$ cat src/rtl/led_flash_pkg.sv
// ============================================================================
// Module  : led_flash_pkg
// Purpose : Shared types and constants for the LED flash sequencer.
// Revision: 1.0 - initial release
// ============================================================================
`default_nettype none

package led_flash_pkg;

  typedef enum logic [1:0] {
    IDLE = 2'd0,
    ON   = 2'd1,
    OFF  = 2'd2
  } state_e;

  localparam logic MODE_ALL   = 1'b0;
  localparam logic MODE_CHASE = 1'b1;

  localparam int unsigned CLK_FREQ_HZ = 50000000;

endpackage

`default_nettype wire

$ cat src/rtl/led_flash_seq_phase_timer.sv
// ============================================================================
// Module  : phase_timer
// Purpose : Phase counter shared by ON and OFF phases; pulses expire at tc.
// Revision: 1.0 - initial release
// ============================================================================
`default_nettype none

module phase_timer #(
  parameter int CNT_W = 32
) (
  input  logic             clk_i,
  input  logic             rst_ni,
  input  logic             load_i,
  input  logic             en_i,
  input  logic [CNT_W-1:0] tc_i,
  output logic             expire_o
);

  logic [CNT_W-1:0] cnt_q;

  assign expire_o = en_i && !load_i && (cnt_q == tc_i);

  // Wrapping to zero on expiry lets the next phase start without a reload.
  always_ff @(posedge clk_i or negedge rst_ni) begin
    if (!rst_ni) begin
      cnt_q <= '0;
    end else if (load_i || expire_o) begin
      cnt_q <= '0;
    end else if (en_i) begin
      cnt_q <= cnt_q + 1'b1;
    end
  end

endmodule

`default_nettype wire

$ cat src/rtl/led_flash_seq.sv
// ============================================================================
// Module  : led_flash_seq
// Purpose : Timed all-flash / chase LED sequencer with start/busy/done.
//           Optional PWM dimming when LED_FLASH_PWM_EN is defined.
// Revision: 1.0 - initial release
// ============================================================================
`default_nettype none

module led_flash_seq
  import led_flash_pkg::*;
#(
  parameter int NUM_LEDS   = 4,
  parameter int ON_CYCLES  = 50000000,
  parameter int OFF_CYCLES = 250000000,
  parameter int CNT_W      = 32,
  parameter int REPEAT_W   = 4
) (
  input  logic                clock,
  input  logic                resetn,
  input  logic                start,
  input  logic                stop,
  input  logic                mode,
  input  logic [NUM_LEDS-1:0] led_mask,
  input  logic [REPEAT_W-1:0] repeat_i,
`ifdef LED_FLASH_PWM_EN
  input  logic [7:0]          brightness,
`endif
  output logic                busy,
  output logic                done,
  output logic [NUM_LEDS-1:0] leds
);

  localparam int               IDX_W   = (NUM_LEDS > 1) ? $clog2(NUM_LEDS) : 1;
  localparam longint           CNT_MAX = (longint'(1) << CNT_W) - 1;
  localparam logic [CNT_W-1:0] ON_TC   = CNT_W'(ON_CYCLES - 1);
  localparam logic [CNT_W-1:0] OFF_TC  = CNT_W'((OFF_CYCLES > 0) ? OFF_CYCLES - 1 : 0);

  generate
    if (ON_CYCLES < 1) begin : g_err_on
      $error("led_flash_seq: ON_CYCLES must be >= 1");
    end
    if (OFF_CYCLES < 0) begin : g_err_off
      $error("led_flash_seq: OFF_CYCLES must be >= 0");
    end
    if (NUM_LEDS < 1) begin : g_err_leds
      $error("led_flash_seq: NUM_LEDS must be >= 1");
    end
    if ((ON_CYCLES > CNT_MAX) || (OFF_CYCLES > CNT_MAX)) begin : g_err_cnt
      $error("led_flash_seq: CNT_W too narrow for phase lengths");
    end
  endgenerate

  function automatic logic [NUM_LEDS-1:0] pattern(input logic                m,
                                                  input logic [NUM_LEDS-1:0] msk,
                                                  input logic [IDX_W-1:0]    i);
    logic [NUM_LEDS-1:0] oh;
    oh = NUM_LEDS'(1) << i;
    return (m == MODE_CHASE) ? (msk & oh) : msk;
  endfunction

  state_e              state_q;
  logic                mode_q;
  logic [NUM_LEDS-1:0] mask_q;
  logic [NUM_LEDS-1:0] pat_q;
  logic [NUM_LEDS-1:0] leds_q;
  logic [REPEAT_W-1:0] rep_q;
  logic [REPEAT_W-1:0] round_q;
  logic [IDX_W-1:0]    idx_q;
  logic                busy_q;
  logic                done_q;

  logic                accept_d;
  logic                wrap_d;
  logic                round_end_d;
  logic [IDX_W-1:0]    idx_d;
  logic [REPEAT_W-1:0] round_d;
  logic                finish_d;
  logic [NUM_LEDS-1:0] pat_d;
  logic [NUM_LEDS-1:0] start_pat_d;
  logic                adv_d;
  logic                gate_d;
  logic                gate_start_d;
  logic [CNT_W-1:0]    tc_d;
  logic                timer_expire;

  phase_timer #(
    .CNT_W (CNT_W)
  ) u_timer (
    .clk_i    (clock),
    .rst_ni   (resetn),
    .load_i   ((state_q == IDLE) || stop),
    .en_i     (state_q != IDLE),
    .tc_i     (tc_d),
    .expire_o (timer_expire)
  );

`ifdef LED_FLASH_PWM_EN
  logic [7:0] pwm_q;
  logic [7:0] bright_q;

  always_ff @(posedge clock or negedge resetn) begin
    if (!resetn) begin
      pwm_q    <= 8'd0;
      bright_q <= 8'd0;
    end else begin
      pwm_q <= pwm_q + 8'd1;
      if (accept_d) begin
        bright_q <= brightness;
      end
    end
  end

  // leds is registered, so gate against the pwm value of the cycle it is shown.
  assign gate_d       = (pwm_q + 8'd1) < bright_q;
  assign gate_start_d = (pwm_q + 8'd1) < brightness;
`else
  assign gate_d       = 1'b1;
  assign gate_start_d = 1'b1;
`endif

  always_comb begin
    accept_d    = (state_q == IDLE) && start && !stop;
    wrap_d      = (int'(idx_q) == NUM_LEDS - 1);
    round_end_d = (mode_q == MODE_ALL) || wrap_d;
    idx_d       = idx_q;
    if (mode_q == MODE_CHASE) begin
      idx_d = wrap_d ? '0 : idx_q + 1'b1;
    end
    round_d     = round_q + REPEAT_W'(round_end_d);
    finish_d    = round_end_d && (rep_q != '0) && (round_d == rep_q);
    pat_d       = pattern(mode_q, mask_q, idx_d);
    start_pat_d = pattern(mode, led_mask, '0);
    adv_d       = timer_expire &&
                  ((state_q == OFF) || ((state_q == ON) && (OFF_CYCLES == 0)));
    tc_d        = (state_q == OFF) ? OFF_TC : ON_TC;
  end

  always_ff @(posedge clock or negedge resetn) begin
    if (!resetn) begin
      state_q <= IDLE;
      mode_q  <= MODE_ALL;
      mask_q  <= '0;
      pat_q   <= '0;
      leds_q  <= '0;
      rep_q   <= '0;
      round_q <= '0;
      idx_q   <= '0;
      busy_q  <= 1'b0;
      done_q  <= 1'b0;
    end else begin
      done_q <= 1'b0;
      if ((state_q != IDLE) && stop) begin
        state_q <= IDLE;
        busy_q  <= 1'b0;
        leds_q  <= '0;
      end else if (adv_d) begin
        if (finish_d) begin
          state_q <= IDLE;
          busy_q  <= 1'b0;
          done_q  <= 1'b1;
          leds_q  <= '0;
        end else begin
          state_q <= ON;
          idx_q   <= idx_d;
          round_q <= round_d;
          pat_q   <= pat_d;
          leds_q  <= pat_d & {NUM_LEDS{gate_d}};
        end
      end else begin
        unique case (state_q)
          IDLE: begin
            if (accept_d) begin
              state_q <= ON;
              mode_q  <= mode;
              mask_q  <= led_mask;
              rep_q   <= repeat_i;
              idx_q   <= '0;
              round_q <= '0;
              busy_q  <= 1'b1;
              pat_q   <= start_pat_d;
              leds_q  <= start_pat_d & {NUM_LEDS{gate_start_d}};
            end
          end
          ON: begin
            if (timer_expire) begin
              state_q <= OFF;
              leds_q  <= '0;
            end else begin
              leds_q <= pat_q & {NUM_LEDS{gate_d}};
            end
          end
          OFF: begin
            leds_q <= '0;
          end
          default: begin
            state_q <= IDLE;
            busy_q  <= 1'b0;
            leds_q  <= '0;
          end
        endcase
      end
    end
  end

  assign busy = busy_q;
  assign done = done_q;
  assign leds = leds_q;

endmodule

`default_nettype wire

$ cat config.mk
export PLATFORM = sky130hd
export DESIGN_NAME = led_flash_seq
export DESIGN_NICKNAME = d
export VERILOG_FILES = /design/src/rtl/led_flash_pkg.sv /design/src/rtl/led_flash_seq_phase_timer.sv /design/src/rtl/led_flash_seq.sv
export SDC_FILE = /design/constraint.sdc
export NUM_CORES = 1
export LEC_CHECK = 0
export CAP_MARGIN = 20
export CORE_ASPECT_RATIO = 0.8
export CORE_MARGIN = 2
export CORE_UTILIZATION = 66
export CTS_BUF_LIST = sky130_fd_sc_hd__clkbuf_2
export DETAILED_ROUTE_END_ITERATION = 7
export PLACE_DENSITY_LB_ADDON = 0.08
export SLEW_MARGIN = 20
export SYNTH_ARGS = -nofsm -noshare
export SYNTH_HDL_FRONTEND = slang
export SYNTH_SLANG_ARGS = --single-unit
$ cat constraint.sdc
create_clock -name clock -period 4.2 [get_ports clock]
set_clock_uncertainty 0.15 [all_clocks]
set_input_delay 0.84 -clock clock [delete_from_list [all_inputs] [get_ports clock]]
set_output_delay 0.84 -clock clock [all_outputs]
set_load 0.005 [all_outputs]
Word-level counts from Yosys, hierarchy flattened
Index checks and enable logic that the tools add are counted.
{"block": "op_classes", "n_addsub": 3, "muxes": 38, "n_shift": 1, "n_eq_ne": 11, "reduce_logical": 24, "n_bitwise": 4}
{"cell": "two-way mux 32 bit", "count": 2}
{"cell": "two-way mux 4 bit", "count": 14}
{"cell": "adder 32 x 1 -> 32 bit (second input constant)", "count": 1}
{"cell": "== test 32 x 28 -> 1 bit", "count": 1}
{"cell": "two-way mux 28 bit", "count": 1}
{"cell": "two-way mux 2 bit", "count": 10}
{"cell": "logical AND 1 bit", "count": 8}
{"cell": "two-way mux 1 bit", "count": 8}
{"cell": "inequality test 4 x 3 -> 1 bit (second input constant)", "count": 2}
{"cell": "case mux 4 bit (2 select lines)", "count": 1}
{"cell": "AND reduction 4 bit", "count": 2}
{"cell": "nonzero test 2 bit", "count": 4}
{"cell": "inequality test 3 x 2 -> 1 bit (second input constant)", "count": 2}
{"cell": "case mux 2 bit (3 select lines)", "count": 1}
{"cell": "AND reduction 3 bit", "count": 2}
{"cell": "adder 4 x 1 -> 4 bit", "count": 1}
{"cell": "bitwise AND 4 bit", "count": 1}
{"cell": "== test 2 x 1 -> 1 bit (second input constant)", "count": 2}
{"cell": "== test 4 bit", "count": 1}
{"cell": "nonzero test 4 bit", "count": 1}
{"cell": "left shift 1 x 2 -> 4 bit (first input constant)", "count": 1}
{"cell": "logical OR 1 bit", "count": 3}
{"cell": "inequality test 3 x 1 -> 1 bit (second input constant)", "count": 1}
{"cell": "NOT 1 bit", "count": 3}
{"cell": "other kinds (7)", "count": 8}
{"block": "word_totals", "out_inout_bits": 6, "reg_bits": 59, "inputBits": 13}

Depth between registers and ports, before layout
Gate-level depths: netlist of the first run.
{"block": "logic_depth", "ltp_word": 9, "ltp_mapped": 11}

Hierarchy
A second synthesis of the first run with hierarchy kept.
{"block": "unflattened", "hier_cells": 381, "hier_area_um2": 3528.4}
{"module": "phase_timer", "area_each_um2": 2068.2, "cells_each": 216, "instances": 1, "seq_area_each_um2": 800.8}
{"module": "led_flash_seq", "area_each_um2": 1460.2, "cells_each": 165, "instances": 1, "seq_area_each_um2": 675.6}

Least setup slack after synthesis of the first run
No wires, ideal clock.
{"block": "synth_timing", "path_kind": "register to register", "startpoint": "register idx_q[0]", "endpoint": "register leds_q[2], in the netlist leds[2]", "path_slack_ns": 1.579, "arrival_time_ns": 2.345, "n_path_buf": 1, "path_stages_with_launch": 12, "path_cell_list": "dfrtp_1 -> ha_1 -> nand2b_1 -> ha_1 -> ha_1 -> xnor2_1 -> o211ai_1 -> nand4b_1 -> and2_4 -> buf_4 -> a221oi_1 -> nor2_1"}
{"block": "synth_via", "elab_chain_len": 9, "word_cells_on_any_way": 15}
{"element": "start: declaration", "line": "led_flash_seq.sv:68", "rtl": "logic [IDX_W-1:0] idx_q;"}
{"element": "start signal: assignment", "line": "led_flash_seq.sv:164", "rtl": "idx_q <= idx_d;"}
{"element": "branches (longest 6 deep; another with adder 4 x 1 -> 4 bit)"}
{"element": "two-way mux 4 bit *", "line": "led_flash_seq.sv:157", "rtl": "if (finish_d) begin"}
{"element": "two-way mux 4 bit *", "line": "led_flash_seq.sv:156", "rtl": "end else if (adv_d) begin"}
{"element": "two-way mux 4 bit *", "line": "led_flash_seq.sv:152", "rtl": "if ((state_q != IDLE) && stop) begin"}
{"element": "end signal: assignment", "line": "led_flash_seq.sv:167", "rtl": "leds_q <= pat_d & {NUM_LEDS{gate_d}};"}
{"element": "end signal: assignment", "line": "led_flash_seq.sv:181", "rtl": "leds_q <= start_pat_d & {NUM_LEDS{gate_start_d}};"}
{"element": "end signal: assignment", "line": "led_flash_seq.sv:189", "rtl": "leds_q <= pat_q & {NUM_LEDS{gate_d}};"}
{"element": "end: declaration", "line": "led_flash_seq.sv:65", "rtl": "logic [NUM_LEDS-1:0] leds_q;"}
Mark *: on every way between the ends.
A chain may end at the register's enable or synchronous reset.

Worst setup path after layout of the first run
{"block": "layout_timing", "startpoint": "register idx_q[0]", "endpoint": "register round_q[2]"}
{"block": "layout_via", "elab_chain_len": 7, "word_cells_on_any_way": 10}
{"element": "== test 2 x 1 -> 1 bit *", "line": "led_flash_seq.sv:123", "rtl": "wrap_d = (int'(idx_q) == NUM_LEDS - 1);"}
{"element": "logical OR 1 bit *", "line": "led_flash_seq.sv:124", "rtl": "round_end_d = (mode_q == MODE_ALL) || wrap_d;"}
{"element": "adder 4 x 1 -> 4 bit", "line": "led_flash_seq.sv:129", "rtl": "round_d = round_q + REPEAT_W'(round_end_d);"}
{"element": "== test 4 bit", "line": "led_flash_seq.sv:130", "rtl": "finish_d = round_end_d && (rep_q != '0) && (round_d == rep_q);"}
{"element": "logical AND 1 bit", "line": "led_flash_seq.sv:130"}
{"element": "inequality test 2 bit (no source line)"}
{"element": "AND reduction 4 bit (no source line)"}
{"element": "end signal: assignment", "line": "led_flash_seq.sv:165", "rtl": "round_q <= round_d;"}
{"element": "end: declaration", "line": "led_flash_seq.sv:67", "rtl": "logic [REPEAT_W-1:0] round_q;"}
Every way passes the cells marked *; elsewhere a longest branch is shown, timed or not. The select of a mux whose other input is x is not followed.

==> impl_metrics.tcl, run 1 <==
set metrics [dict create \
    drc 0 \
    vias_per_cell 5.90 \
    period_share_pct 75.3 \
    cap_violations 0 \
    dr.first_iter.drc_count 176 \
    final_cell_mix "dfrtp_1, nor2_1, xnor2_1, nand2_1, clkdlybuf4s50_1" \
    timing.fmax_ghz 0.316 \
    synth_area_leaders "dfrtp_1, xnor2_1, nor2_1, xor2_1, mux2_2" \
    cp_max_fo 11 \
    drive_gt1_share_pct 9.44 \
    cts_buffers 9 \
    synth_fp_nets 330 \
    grt_max_degree 36 \
    crit_type "flop to flop" \
    end_kind "flop" \
    yosys.area.top_type_share_pct 48.1 \
    die_area_um2 5220 \
    hold_violations 0 \
    cp_num_buf_inv 0 \
    synth_area_um2 3070 \
    outcome "complete, no violations" \
    crit_family "compound AO/OA/AOI/OAI gates" \
    hold_buffers 0 \
    overflow 0 \
    p_total_uw 1070 \
    worst_slew_margin_rel_pct 53.5 \
    ir_worst_vdd_v 0.000248 \
    io_pins 19 \
    core_area_um2 4540 \
    yosysUniqueCellTypes 42 \
    final_common_cell "dfrtp_1" \
    antenna_cells 0 \
    power_frac_comb_pct 11.4 \
    p_per_area_nw_per_um2 315 \
    place.gp.congestion 0.855 \
    final_nets 351 \
    yosysSeqAreaShare_pct 48.1 \
    clock-sinks 59 \
    num-fill-cells 336 \
    grt_pass1_wl_um 10800 \
    wl_per_cell_um 15.8 \
    grtUsageTotal_pct 27.5 \
    die_x_um 80.2 \
    p_sw_uw 287 \
    ys.warnings.count 0 \
    p_seq_share_pct 57.7 \
    die_h_um 65.0 \
    rows 22 \
    p_clk_share_pct 30.9 \
    ctsRootBufferMaster "clkbuf_2" \
    antenna_found_initial 0 \
    cp_cell_sequence "ha_1, nand2b_1, ha_1, ha_1, xnor2_1, o211ai_1, nand4b_1, a21oi_1, o21ai_0, o21ai_0" \
    finalNonFillerCells 399 \
    cpMaxStageDelayCell "a21oi_1" \
    max_slew.worst_pin.slew_ns 0.697 \
    tns_ns 0 \
    clk_latency_ns 0.47 \
    initial_core_util_pct 67.6 \
    seqCellArea_um2 1480 \
    p_int_uw 785 \
    rsz0062_at_grt "false" \
    hpwl_um 4440 \
    required_ns 4.44 \
    switching_share_pct 26.8 \
    vias 2354 \
    min_period_ns 3.16 \
    grt_pass1_vias 2298 \
    ctsHtreeMaxLevel 3 \
    cts_resized 0 \
    syn_to_final_growth_pct 10.6 \
    maxSlewViolCount 0 \
    syn_area_per_cell_um2 9.81 \
    multi_input_area_um2 1530 \
    antenna_left 0 \
    cts_buffer_depth 2 \
    netlist_instances 313 \
    start_kind "flop" \
    hold_path_class "input pin to asynchronous set/reset pin" \
    ys_seq_elements 59 \
    slowest_delay_ns 0.63 \
    finalSetupViolCount 0 \
    crit_top_cell "ha_1" \
    power.leakage_uw 0.00136 \
    dp_cells 383 \
    critPathArrivalTime_ns 3.41 \
    yosys.area.top_type "dfrtp_1" \
    io_buffers 18 \
    path_clk_slew_ns 0.17 \
    cts_tree "yes" \
    dr.pass1.iters 4 \
    cts_setup_buffers 0 \
    wirelength_um 6300 \
]
==> path summary, 6_finish.rpt <==
path | from | to | slack (ns) | depth (start not counted)
worst min register to register | pat_q[0]$_DFFE_PN0P_ | pat_q[0]$_DFFE_PN0P_ | 0.36 | 2
worst max register to register | idx_q[0]$_DFFE_PN0P_ | round_q[2]$_DFFE_PN0P_ | 1.04 | 10
min in group clock | pat_q[0]$_DFFE_PN0P_ | pat_q[0]$_DFFE_PN0P_ | 0.36 | 2
worst max-delay path | idx_q[0]$_DFFE_PN0P_ | round_q[2]$_DFFE_PN0P_ | 1.04 | 10
max in group asynchronous | resetn | u_timer.cnt_q[25]$_DFFE_PN0P_ | 2.85 | 2
worst min-delay path | resetn | u_timer.cnt_q[17]$_DFFE_PN0P_ | 0.18 | 1
==> layer usage <==
layer / track usage (%) / vias to the layer above / wire length [um]
met2: 38.8 / 55 / 2710
met1: 41.1 / 1153 / 3170
li1: - / 1142 / -
met3: 7.94 / 4 / 381
met4: 8.47 / 0 / 41
met5: 0 / - / 0
==> layout make-up <==
cell class	count	area share [%]
inverter	4	0.442
sequential	59	43.5
clock buffer	9	1.33
multi-input combinational	239	45.0
tap	60	2.21
timing repair buffer	21	5.82
clock inverter	7	1.73
==> power by group through the flow <==
stage	combinational, uW	clock [uW]	sequential, uW
final	122	331	618
after CTS	123	340	618
after detailed placement	123	0	628
after global routing	136	367	622
after floorplan	72.8	0	623
after global placement	118	0	628
==> flip-flops by register name, summed over array words and instances (netlist names), 2 cells and up <==
register	cells
idx_q	2
pat_q	4
round_q	4
mask_q	4
rep_q	4
leds	4
u_timer.cnt_q	32
state_q	2
==> cells by family after synthesis <==
logic type	Yosys count	synth area share, %
buf+inv	15	2.12
compound gates	41	8.32
xor+xnor	36	10.3
mux	15	5.30
fa+ha+maj	4	1.63
flops	59	48.1
simple gates	143	24.3
==> worst reg2reg max path, delay by kind of cell (launching register included) <==
family          cells  cell delay, ns
flops               1            0.45
fa+ha+maj           3            0.78
simple gates        2            0.50
xor+xnor            1            0.19
compound gates      4            1.02
==> metrics by stage <==
step                      utilization [%]  worst slack [ns]  cell area (um2)  hold slack [ns]
after floorplan                         -              1.58             3070            0.300
after global placement               72.5             0.955             3290            0.326
after detailed placement             72.5             0.814             3290            0.333
after CTS                            74.8              1.06             3400            0.164
after global routing                 74.8             0.761             3400            0.165
final                                74.8              1.04             3400            0.176
==> synth_stat cells <==
library cell / number
dfrtp_1: 59
nor2_1: 53
xnor2_1: 23
nand2_1: 19
o21ai_0: 14
nand3_1: 13
xor2_1: 13
a21oi_1: 12
mux2_2: 10
nor4_1: 10
nand4_1: 7
nor3_1: 7
clkbuf_1: 6
nor2b_1: 6
and3_1: 5
mux2i_1: 5
nand2b_1: 5
a221oi_1: 4
and2_1: 4
ha_1: 4
inv_1: 4
a22o_1: 3
and4_1: 3
nor4b_1: 3
a21boi_0: 2
buf_1: 2
buf_4: 2
a211oi_1: 1
a21o_1: 1
and2_4: 1
and4bb_2: 1
buf_2: 1
nand3_4: 1
nand3b_1: 1
nand4b_1: 1
nor4_4: 1
o2111ai_1: 1
o211ai_1: 1
o31ai_1: 1
o32a_1: 1
or2_2: 1
or4_1: 1
Note: power is estimated with default switching activity, not from simulation.
==> inputs of run 2 (changes only) <==
- CORE_UTILIZATION: 66 -> 61
- clock period: 4.2 -> 3 ns (I/O delays scaled with it)
==> impl_metrics.tcl, run 2 (synthesis results as in run 1) <==
set metrics [dict create \
    cp_cell_sequence "ha_1, nand2b_1, ha_1, ha_1, xnor2_1, o211ai_1, nand4b_1, a21oi_1, buf_4, o21ai_0" \
    path_clk_slew_ns 0.16 \
    hold_path_class "flop to flop" \
    grt_max_degree 31 \
    grt_pass1_wl_um 10600 \
    antenna_left 0 \
    p_int_uw 1020 \
    vias_per_cell 5.67 \
    place.gp.congestion 0.822 \
    switching_share_pct 28.0 \
    clk_latency_ns 0.49 \
    p_seq_share_pct 61.1 \
    crit_top_cell "ha_1" \
    cp_max_fo 8 \
    power.leakage_uw 0.00138 \
    outcome "complete, no violations" \
    top_register "u_timer.cnt_q" \
    end_kind "flop" \
    crit_type "flop to flop" \
    max_slew.worst_pin.slew_ns 0.533 \
    tns_ns 0 \
    critPathArrivalTime_ns 3.04 \
    rows 23 \
    clock-sinks 59 \
    fin_ws_ns 0.179 \
    min_period_ns 2.82 \
    cts_tree "yes" \
    dr.pass1.iters 4 \
    multi_input_area_um2 1530 \
    hold_violations 0 \
    drive_gt1_share_pct 10.8 \
    final_nets 358 \
    cts_setup_buffers 0 \
    start_kind "flop" \
    rsz0062_at_grt "false" \
    cpMaxStageDelayCell "dfrtp_1" \
    period_share_pct 94.0 \
    dr.first_iter.drc_count 139 \
    syn_to_final_growth_pct 11.3 \
    crit_family "adder cells" \
    wirelength_um 6160 \
    slowest_delay_ns 0.46 \
    p_clk_share_pct 25.9 \
    overflow 0 \
    io_pins 19 \
    cts_buffers 9 \
    io_buffers 18 \
    worst_slew_margin_rel_pct 64.5 \
    seqCellArea_um2 1480 \
    power_frac_comb_pct 13.0 \
    ctsRootBufferMaster "clkbuf_2" \
    initial_core_util_pct 62.4 \
    final_common_cell "dfrtp_1" \
    place_ws_ns 0.241 \
    antenna_found_initial 0 \
    p_per_area_nw_per_um2 413 \
    wl_per_cell_um 15.2 \
    grt_pass1_vias 2141 \
    grtUsageTotal_pct 24.6 \
    p_sw_uw 396 \
    largest_reg_flops 32 \
    die_area_um2 5620 \
    core_area_um2 4920 \
    hpwl_um 4470 \
    vias 2304 \
    finalSetupViolCount 0 \
    cap_violations 0 \
    cp_num_buf_inv 1 \
    cts_buffer_depth 2 \
    die_x_um 83.3 \
    die_h_um 67.4 \
    required_ns 3.22 \
    ir_worst_vdd_v 0.000337 \
    maxSlewViolCount 0 \
    timing.fmax_ghz 0.354 \
    num-fill-cells 393 \
    ctsHtreeMaxLevel 3 \
    final_cell_mix "dfrtp_1, nor2_1, xnor2_1, nand2_1, clkdlybuf4s50_1" \
    drc 0 \
    antenna_cells 0 \
]
run 2: cell types whose count changed in the layout (fill, tap and decap cells not counted), sizes merged:
cell         before  now
buf               4   10
bufinv            1    0
clkinvlp          1    0
dlygate4sd3       0    1
run 2: layout make-up:
class                      count  share of cell area [%]
inverter                       4                   0.439
multi-input combinational    239                    44.7
clock buffer                   9                    1.32
clock inverter                 5                   0.659
timing repair buffer          28                    7.40
tap                           62                    2.27
sequential                    59                    43.2
run 2: timing repair:
item | CTS | global route
setup endpoints to repair | 0 | 0
hold endpoints to repair | 22 | 0
hold buffers | 1 | 0
resized for setup | 0 | 0
run 2: worst paths after layout:
| kind | from | slack [ns] | end | cells past startpoint |
|---|---|---|---|---|
| max reg2reg | idx_q[0]$_DFFE_PN0P_ | 0.18 | pat_q[2]$_DFFE_PN0P_ | 10 |
| min in group asynchronous | resetn | 0.45 | u_timer.cnt_q[20]$_DFFE_PN0P_ | 2 |
| min reg2reg | pat_q[1]$_DFFE_PN0P_ | 0.36 | pat_q[1]$_DFFE_PN0P_ | 2 |
| max in group asynchronous | resetn | 1.58 | u_timer.cnt_q[18]$_DFFE_PN0P_ | 3 |
| min | pat_q[1]$_DFFE_PN0P_ | 0.36 | pat_q[1]$_DFFE_PN0P_ | 2 |
| max | idx_q[0]$_DFFE_PN0P_ | 0.18 | pat_q[2]$_DFFE_PN0P_ | 10 |
run 2: power by group through the flow:
stage,sequential [uW],clock [uW],combinational (uW)
3_5_place_dp,877,0,185
2_1_floorplan,872,0,102
5_1_grt,867,419,206
4_1_cts,861,374,186
6_report,862,365,184
3_3_place_gp,877,0,178
run 2: metal layers:
metal  track usage [%]  vias up  share of wire (%)
met5                 0        -                  0
met4              8.61        0               0.78
met3              7.95        6                4.9
met2              32.3       52                 42
met1              37.7     1087                 52
li1                  -     1159                  -
run 2: through the flow:
stage	hold slack (ns)	instance area (um2)	std cells	total power (uW)	utilization [%]
after floorplan	0.154	3070	313	974	-
after global placement	0.316	3340	391	1050	67.9
after detailed placement	0.322	3340	391	1060	67.9
after CTS	0.353	3420	406	1420	69.4
after global routing	0.394	3420	406	1490	69.4
final	0.357	3420	406	1410	69.4
run 2: tightest hold or removal path: stages (launching register included):
cell and delay (ns):
dfrtp_1 0.38, nand2_1 0.05, o21ai_0 0.06
==> inputs of run 3 (changes only) <==
- GPL_ROUTABILITY_DRIVEN: not set -> 0
==> results of run 3 <==
The final DEF is identical to that of run 2; final timing and power are the same.
